**config.mk**
```make
export PLATFORM = sky130hd
export DESIGN_NAME = sram_multiport_param
export DESIGN_NICKNAME = d
export VERILOG_FILES = /design/src/rtl/sram_pkg.sv /design/src/rtl/sram_clear_fsm.sv /design/src/rtl/sram_multiport_param.sv
export SDC_FILE = /design/constraint.sdc
export NUM_CORES = 2
export LEC_CHECK = 0
export BUFFER_PORTS_ARGS = -buffer_cell sky130_fd_sc_hd__buf_4
export CORE_MARGIN = 5
export CORE_UTILIZATION = 35
export DETAILED_ROUTE_END_ITERATION = 8
export MAX_ROUTING_LAYER = met4
export PLACE_DENSITY = 0.49
export REMOVE_ABC_BUFFERS = 1
export SLEW_MARGIN = 20
export SYNTH_ARGS = -nofsm -noshare
export SYNTH_HDL_FRONTEND = slang
export SYNTH_SLANG_ARGS = --single-unit
export TNS_END_PERCENT = 10
```
**constraint.sdc**
```tcl
create_clock -name Clk_In -period 3.2 [get_ports Clk_In]
set_input_delay 0.8 -clock Clk_In [delete_from_list [all_inputs] [get_ports Clk_In]]
set_output_delay 0.8 -clock Clk_In [all_outputs]
set_load 0.1 [all_outputs]
```
**src/rtl/sram_pkg.sv**
```systemverilog
// Shared definitions for the multi-port SRAM: state encoding, packed-field
// indexing and the write-port priority rule used for collisions and bypass.
package sram_pkg;

    localparam int MAX_PORTS  = 8;
    localparam int MAX_ADDR_W = 32;

    typedef enum logic {
        ST_CLEAR = 1'b0,
        ST_READY = 1'b1
    } state_t;

    function automatic int field_base(input int i, input int w);
        return i * w;
    endfunction

    // Returns the lowest-index enabled port whose address matches addr, or -1.
    function automatic int win_port(
        input logic [MAX_PORTS*MAX_ADDR_W-1:0] addrs,
        input logic [MAX_PORTS-1:0]            ens,
        input logic [MAX_ADDR_W-1:0]           addr
    );
        int win;
        win = -1;
        for (int i = MAX_PORTS - 1; i >= 0; i--) begin
            if (ens[i] && (addrs[i*MAX_ADDR_W +: MAX_ADDR_W] == addr)) begin
                win = i;
            end
        end
        return win;
    endfunction

endpackage

```
**src/rtl/sram_clear_fsm.sv**
```systemverilog
// Post-reset clear sequencer: sweeps every address once writing zero, holding
// busy high until the final word is written.
module sram_clear_fsm
    import sram_pkg::*;
#(
    parameter int ADDR_W = 8,
    parameter int DATA_W = 8
) (
    input  logic              Clk_In,
    input  logic              Reset_In,
    output logic              busy,
    output logic              clear_we,
    output logic [ADDR_W-1:0] clear_addr,
    output logic [DATA_W-1:0] clear_data
);

    state_t            state_reg, state_next;
    logic [ADDR_W-1:0] ptr_reg, ptr_next;

    always_ff @(posedge Clk_In or posedge Reset_In) begin
        if (Reset_In) begin
            state_reg <= ST_CLEAR;
            ptr_reg   <= '0;
        end else begin
            state_reg <= state_next;
            ptr_reg   <= ptr_next;
        end
    end

    always_comb begin
        state_next = state_reg;
        ptr_next   = ptr_reg;
        if (state_reg == ST_CLEAR) begin
            ptr_next = ptr_reg + 1'b1;
            if (ptr_reg == '1) begin
                state_next = ST_READY;
            end
        end
    end

    always_comb begin
        busy       = (state_reg == ST_CLEAR);
        clear_we   = (state_reg == ST_CLEAR);
        clear_addr = ptr_reg;
        clear_data = '0;
    end

endmodule

```
**src/rtl/sram_multiport_param.sv**
```systemverilog
// Parametrised multi-port synchronous SRAM with hardware clear, lowest-port-wins
// write collision handling and selectable read-during-write behaviour.
module sram_multiport_param
    import sram_pkg::*;
#(
    parameter int DATA_W      = 8,
    parameter int ADDR_W      = 8,
    parameter int NUM_W       = 2,
    parameter int NUM_R       = 2,
    parameter int WRITE_FIRST = 1
) (
    input  logic                    Clk_In,
    input  logic                    Reset_In,
    input  logic [NUM_W*DATA_W-1:0] Wr_Data_In,
    input  logic [NUM_W*ADDR_W-1:0] Wr_Addr_In,
    input  logic [NUM_W-1:0]        Wr_En_In,
    input  logic [NUM_R*ADDR_W-1:0] Rd_Addr_In,
    input  logic [NUM_R-1:0]        Rd_En_In,
    output logic [NUM_R*DATA_W-1:0] Rd_Data_Out,
    output logic [NUM_R-1:0]        Rd_Valid_Out,
    output logic                    Busy_Out,
    output logic                    Collision_Out
);

    localparam int DEPTH = 1 << ADDR_W;

    logic [DATA_W-1:0] mem [DEPTH];

    logic              busy;
    logic              clear_we;
    logic [ADDR_W-1:0] clear_addr;
    logic [DATA_W-1:0] clear_data;
    logic              ready;

    sram_clear_fsm #(
        .ADDR_W (ADDR_W),
        .DATA_W (DATA_W)
    ) u_clear_fsm (
        .Clk_In     (Clk_In),
        .Reset_In   (Reset_In),
        .busy       (busy),
        .clear_we   (clear_we),
        .clear_addr (clear_addr),
        .clear_data (clear_data)
    );

    assign ready    = ~busy;
    assign Busy_Out = busy;

    // Write ports widened to the package maximum so the priority function has one shape.
    logic [MAX_PORTS*MAX_ADDR_W-1:0] wr_addr_wide;
    logic [MAX_PORTS*DATA_W-1:0]     wr_data_wide;
    logic [MAX_PORTS-1:0]            wr_en_wide;
    logic [NUM_W-1:0]                commit;
    logic                            collision_reg;

    for (genvar gi = 0; gi < MAX_PORTS; gi++) begin : g_wr_wide
        if (gi < NUM_W) begin : g_used
            assign wr_addr_wide[gi*MAX_ADDR_W +: MAX_ADDR_W] =
                MAX_ADDR_W'(Wr_Addr_In[field_base(gi, ADDR_W) +: ADDR_W]);
            assign wr_data_wide[gi*DATA_W +: DATA_W] = Wr_Data_In[field_base(gi, DATA_W) +: DATA_W];
            assign wr_en_wide[gi] = Wr_En_In[gi] & ready;
        end else begin : g_unused
            assign wr_addr_wide[gi*MAX_ADDR_W +: MAX_ADDR_W] = '0;
            assign wr_data_wide[gi*DATA_W +: DATA_W] = '0;
            assign wr_en_wide[gi] = 1'b0;
        end
    end

    for (genvar gi = 0; gi < NUM_W; gi++) begin : g_commit
        assign commit[gi] = wr_en_wide[gi] &&
            (win_port(wr_addr_wide, wr_en_wide, wr_addr_wide[gi*MAX_ADDR_W +: MAX_ADDR_W]) == gi);
    end

    always_ff @(posedge Clk_In or posedge Reset_In) begin
        if (Reset_In) begin
            collision_reg <= 1'b0;
        end else begin
            collision_reg <= |(wr_en_wide[NUM_W-1:0] & ~commit);
        end
    end

    assign Collision_Out = collision_reg;

    // Committed ports always target distinct addresses, so loop order is irrelevant.
    always_ff @(posedge Clk_In) begin
        if (clear_we) begin
            mem[clear_addr] <= clear_data;
        end else begin
            for (int i = 0; i < NUM_W; i++) begin
                if (commit[i]) begin
                    mem[wr_addr_wide[i*MAX_ADDR_W +: ADDR_W]] <= wr_data_wide[i*DATA_W +: DATA_W];
                end
            end
        end
    end

    for (genvar gi = 0; gi < NUM_R; gi++) begin : g_rd
        logic [ADDR_W-1:0] rd_addr;
        int                rd_win;
        logic [DATA_W-1:0] rdw_data;
        logic [DATA_W-1:0] rd_data_reg;
        logic              rd_valid_reg;

        assign rd_addr = Rd_Addr_In[field_base(gi, ADDR_W) +: ADDR_W];
        assign rd_win  = win_port(wr_addr_wide, wr_en_wide, MAX_ADDR_W'(rd_addr));

        always_comb begin
            rdw_data = mem[rd_addr];
            if ((WRITE_FIRST != 0) && (rd_win >= 0)) begin
                rdw_data = wr_data_wide[rd_win*DATA_W +: DATA_W];
            end
        end

        always_ff @(posedge Clk_In or posedge Reset_In) begin
            if (Reset_In) begin
                rd_data_reg  <= '0;
                rd_valid_reg <= 1'b0;
            end else if (ready && Rd_En_In[gi]) begin
                rd_data_reg  <= rdw_data;
                rd_valid_reg <= 1'b1;
            end else begin
                rd_valid_reg <= 1'b0;
            end
        end

        assign Rd_Data_Out[field_base(gi, DATA_W) +: DATA_W] = rd_data_reg;
        assign Rd_Valid_Out[gi] = rd_valid_reg;
    end

endmodule

```
After elaboration in Yosys (flattened, before gate mapping)
Memory sizes are Yosys's and may differ from the RTL's.
Cells that the tools add are included.
{ "totals": {"mem_bits_rw": 2048, "inputBits": 54, "elab_cells": 63, "out_inout_bits": 20, "n_memories": 1, "ff_bits": 28} }
{ "classes": {"bitwise_logic": 5, "add_sub_neg": 1, "n_eq_ne": 8, "magnitude_cmp": 2, "n_mux": 24, "n_shift": 2, "n_reduce_logical": 13} }
{ "mem_list": {"columns": ["memory", "depth", "word_bits", "rd", "rd_clocked_by_memory_dff", "wr", "line_no", "rtl"], "rows": [
  ["mem", 256, 8, 2, 0, 2, "sram_multiport_param.sv:27", "logic [DATA_W-1:0] mem [DEPTH];"]
]} }
{ "op_table": {"columns": ["operator", "count"], "rows": [
  ["$mux 32", 8],
  ["$shiftx 64x32->8", 2],
  ["$ge 32x1->1 const B", 2],
  ["$eq 8x8->1", 6],
  ["$eq 32x2->1 const B", 1],
  ["$logic_not 32->1", 1],
  ["$mux 8", 4],
  ["$mux 1", 12],
  ["$logic_and 1x1->1", 10],
  ["$add 8x1->8 const B", 1],
  ["$eq 8x8->1 const B", 1],
  ["$reduce_or 8->1", 1],
  ["$and 1x1->1", 2],
  ["$and 2x2->2", 1],
  ["$not 2->2", 1],
  ["$reduce_or 2->1", 1],
  ["$not 1->1", 1]
]} }

Longest topological paths before layout
{ "logic_depth": {"word_depth": 11, "ltp_mapped": 13, "mapped_depth_nobuf": 7} }

By module
Synthesis repeated with hierarchy kept, for this count alone.
{ "unflattened": {"cells_unflattened": 8364, "hier_area_um2": 126264.8} }
{ "modules_own_cells": {"columns": ["mod", "area_each_um2", "n_inst", "cells_per_inst", "seq_area_each_um2"], "rows": [
  ["sram_multiport_param", 125780.6, 1, 8324, 61974.4],
  ["sram_clear_fsm", 484.2, 1, 40, 225.2]
]} }

Least setup slack after synthesis
OpenSTA, ideal clock, no wires.
{ "synth_path": {"path_type": "input -> register", "start": "input Wr_Addr_In[5]", "end": "memory mem[64][0], enable pin", "setup_ns": 0.376, "path_stages": 9, "n_path_buf": 3, "arrival_ns": 2.923, "required_ns": 2.824, "slack_ns": -0.099, "path_cell_list": "buf_2 > xor2_1 > nor4_1 > a31oi_2 > nor3b_2 > nand2_1 > clkbuf_1 > buf_2 > o22ai_1"} }
{ "synth_rtl": {"columns": ["item", "line_no", "rtl"], "rows": [
  ["from (decl)", "sram_multiport_param.sv:15", "input logic [NUM_W*ADDR_W-1:0] Wr_Addr_In,"],
  ["to (decl)", "sram_multiport_param.sv:27", null]
]} }

==> impl_results.md <==
- Main synth FF type: edfxtp_1
- Outcome: complete, but fails checks
- Clock buffer count from CTS: 242
- Clock edge transition at the registers on the reported setup and hold paths: 0.07 ns
- Total track usage: 35.7%
- Final Util: 43.6%
- Most common cell after layout, fill and taps aside: o21ai_0
- Grt ovf: 0
- Area share of the largest cell type after synthesis: approximately 50%
- Hold_ws: between 0.2 and 0.25 ns
- Final Net Count: 11.8k
- I/O pin count: 74
- Wire length per cell: approximately 39 um
- Highest clock rate: 305 MHz
- Required @ worst endpoint: 4.15 ns
- Violation count after the first detailed-route iteration: 16.6k
- Maximum capacitance violations: 0
- Maximum VDD drop: 0.000483 V
- Starting Density: between 30% and 40%
- Footprint of the multi-input gates: approximately 0.056 mm^2
- Core Rows: 217
- Number of search-and-repair iterations in the first detailed-routing pass: 7
- Final worst setup slack: -0.0773 ns
- Remaining antenna violation count after routing: 0
- Post-Syn Area: 0.123 mm^2
- Post-route DRC: 0
- Hold Path Class: primary input to flop
- Clock tree skew after final layout: 0.101 ns
- Clock Path Buffers: 4
- Sequential Area: 0.0622 mm^2
- Number of hold violations in the final report: 0
- Via count of the first global-routing pass: 101k
- Wire length after detailed routing: 648,000 um
- Estimated wirelength of the detail-placed design: a little under 500,000 um
- Leakage power of the design: around 0.046 uW
- Routed via count: 107k
- Cell Pwr Density: 423 mW/mm^2
- Count of cell types in the netlist: ~80
- Most area-consuming cells after synthesis: edfxtp_1 50%, mux4_2 18%, o21ai_0 8.6%, nand2_1 5.5%, nand3_1 2.6%
- Synthesized flop and latch total: 2,076
- Mean Syn Cell Area: roughly 11 um^2
- Count of filler cells inserted in the layout: roughly 32k
- Number of standard cells after synthesis: 10.8k
- Pin slew with the least headroom to its limit: 1.22 ns
- Ys Warns: 0
- Routability cong.: about 1.0
- Area of the die: roughly 0.36 mm^2
- First-pass GRT wire length: 878,000 um
- Ys async rst share: between 1 and 1.5%
- Cell accounting for the most synthesized area: edfxtp_1
- Critical path startpoint category: flop
- Latest clock arrival within the worst-skew pair: 1.02 ns
- Flip-flop count of the largest register after layout: 2,048
- Worst slew slack as a fraction of its limit: 18.3%
- Sequential share of the synthesized area: 50.5%
- CP arrival: 4.23 ns
- Area added between synthesis and finish: 23.8%
- Period utilization: 102%
- Core outline area: 0.350 mm^2
- Leading cell types in the layout, fill and taps excluded: 2,115 x o21ai_0, 2,048 x edfxtp_1, 1,796 x nand2_1
- Port Buffer Count: 73
- Type of the worst setup path: flop to flop
- Crit path capture type: flop
- Number of flops mapped to enable cells by yosys: 2,048
- Pin count of the biggest net entering global routing: 104
- Clock tree sinks: between 2k and 2.5k
- Die width: 603 um
- Number of H-tree levels: 4
- Cell chosen for the clock root: clkbuf_16
- Fin. max-slew vios: 0
- Failing checks: setup timing
- Fraction of final layout cells with drive strength greater than 1: 30.0%
- Die Y: 603 um
- Final Critical Period: 3.28 ns
- Worst Path Max Fanout: 2
- RSZ-0062 raised after global routing: yes
- CTS tree: built
- Setup-violating endpoint count in the final report: 12
- Initial antenna violation count: 40
- Post-DR vias/cell: about 6.5
- Setup slack of the most critical reg-to-reg path: -0.08 ns
[metrics by stage]
step	TNS (ns)	power [uW]	cell area (um^2)	worst slack, ns	instances
6_report	-0.529	64400	152000	-0.0773	16600
5_1_grt	-7.49	65600	152000	-0.226	16600
3_3_place_gp	-761.72	35900	144000	-1.64	16100
3_5_place_dp	-791.95	35900	144000	-1.46	16100
4_1_cts	0	64400	152000	0.0106	16500
2_1_floorplan	-5485.15	31200	117000	-2.61	9455
[cells in the mapped netlist (27+ instances only)]
master,count
o221ai_1,43
mux2_2,43
dfrtp_1,28
xor2_1,28
a31oi_1,28
a21oi_1,80
nand2b_1,38
nand2_1,1814
nor3_1,78
nor2b_1,36
a22oi_1,96
nor3_2,64
a211oi_1,38
nand3_1,634
nor2_1,292
nor4_1,28
mux4_2,957
clkbuf_1,831
buf_2,271
buf_6,32
buf_4,99
and2_1,27
buf_1,72
mux2i_1,239
o21ai_0,2115
nand4_1,31
o22ai_1,370
edfxtp_1,2048
[final timing paths]
kind | from | to | depth (start not counted)
max | mem[64][0] | g_rd[0].rd_data_reg[0] | 10
min | Wr_Data_In[2] | g_rd[0].rd_data_reg[2] | 3
max reg2reg | mem[64][0] | g_rd[0].rd_data_reg[0] | 10
min reg2reg | u_clear_fsm.clear_addr[0] | u_clear_fsm.clear_addr[0] | 1
max in group asynchronous | Reset_In | u_clear_fsm.clear_addr[6] | 4
min in group asynchronous | Reset_In | g_rd[0].rd_valid_reg | 4
[cell families after synthesis]
logic type               count (synthesis)  synth area share [%]
AO/OA/AOI/OAI                         2940                  13.2
XOR/XNOR                                47                 0.335
adder cells (fa/ha/maj)                  1                0.0102
buffers and inverters                 1329                  4.84
flip-flops                            2076                  50.5
multiplexers                          1239                  19.9
AND/OR/NAND/NOR                       3129                  11.2
[layer usage]
| layer | vias up | share of wire [%] | wire [um] | global-route usage, % |
|---|---|---|---|---|
| met4 | 0 | 7.0 | 45300 | 19.8 |
| met1 | 54400 | 37 | 243000 | 45.7 |
| li1 | 43500 | - | - | - |
| met3 | 1415 | 12 | 78700 | 9.39 |
| met2 | 7833 | 43 | 281000 | 51.4 |
| met5 | - | 0 | 0 | - |
[cell type report]
| type | instances | share of cell area [%] |
|---|---|---|
| flip-flops and latches | 2076 | 40.8 |
| well taps | 4599 | 3.78 |
| inverters | 23 | 0.0624 |
| clock buffers | 292 | 4.13 |
| repair buffers | 2043 | 13.5 |
| multi-input cells | 7356 | 36.5 |
| diodes | 39 | 0.0641 |
| clock inverters | 157 | 1.07 |
[power breakdown]
group	switching [uW]	internal [uW]
registers	0	29400
clock network	12600	16300
logic	4000	2120
total	16600	47800
[critical path: stages, from the launching register on]
cell and delay (ns):
edfxtp_1 0.40, mux4_2 0.24, and2_1 0.19, a211oi_1 0.08
buf_4 0.14, a311oi_1 0.95, nor4_4 0.21, buf_12 0.21
nor4_1 0.43, buf_4 0.20, a221o_1 0.13
[timing repair]
action                                  CTS  global route
endpoints found under the setup margin   31           479
hold buffers                              1             0
endpoints found under the hold margin    28             0
pin swaps                                 1             1
buffers inserted                          0             0
resized for setup                         9            57
No activity file was read; power rests on OpenSTA's default activity.
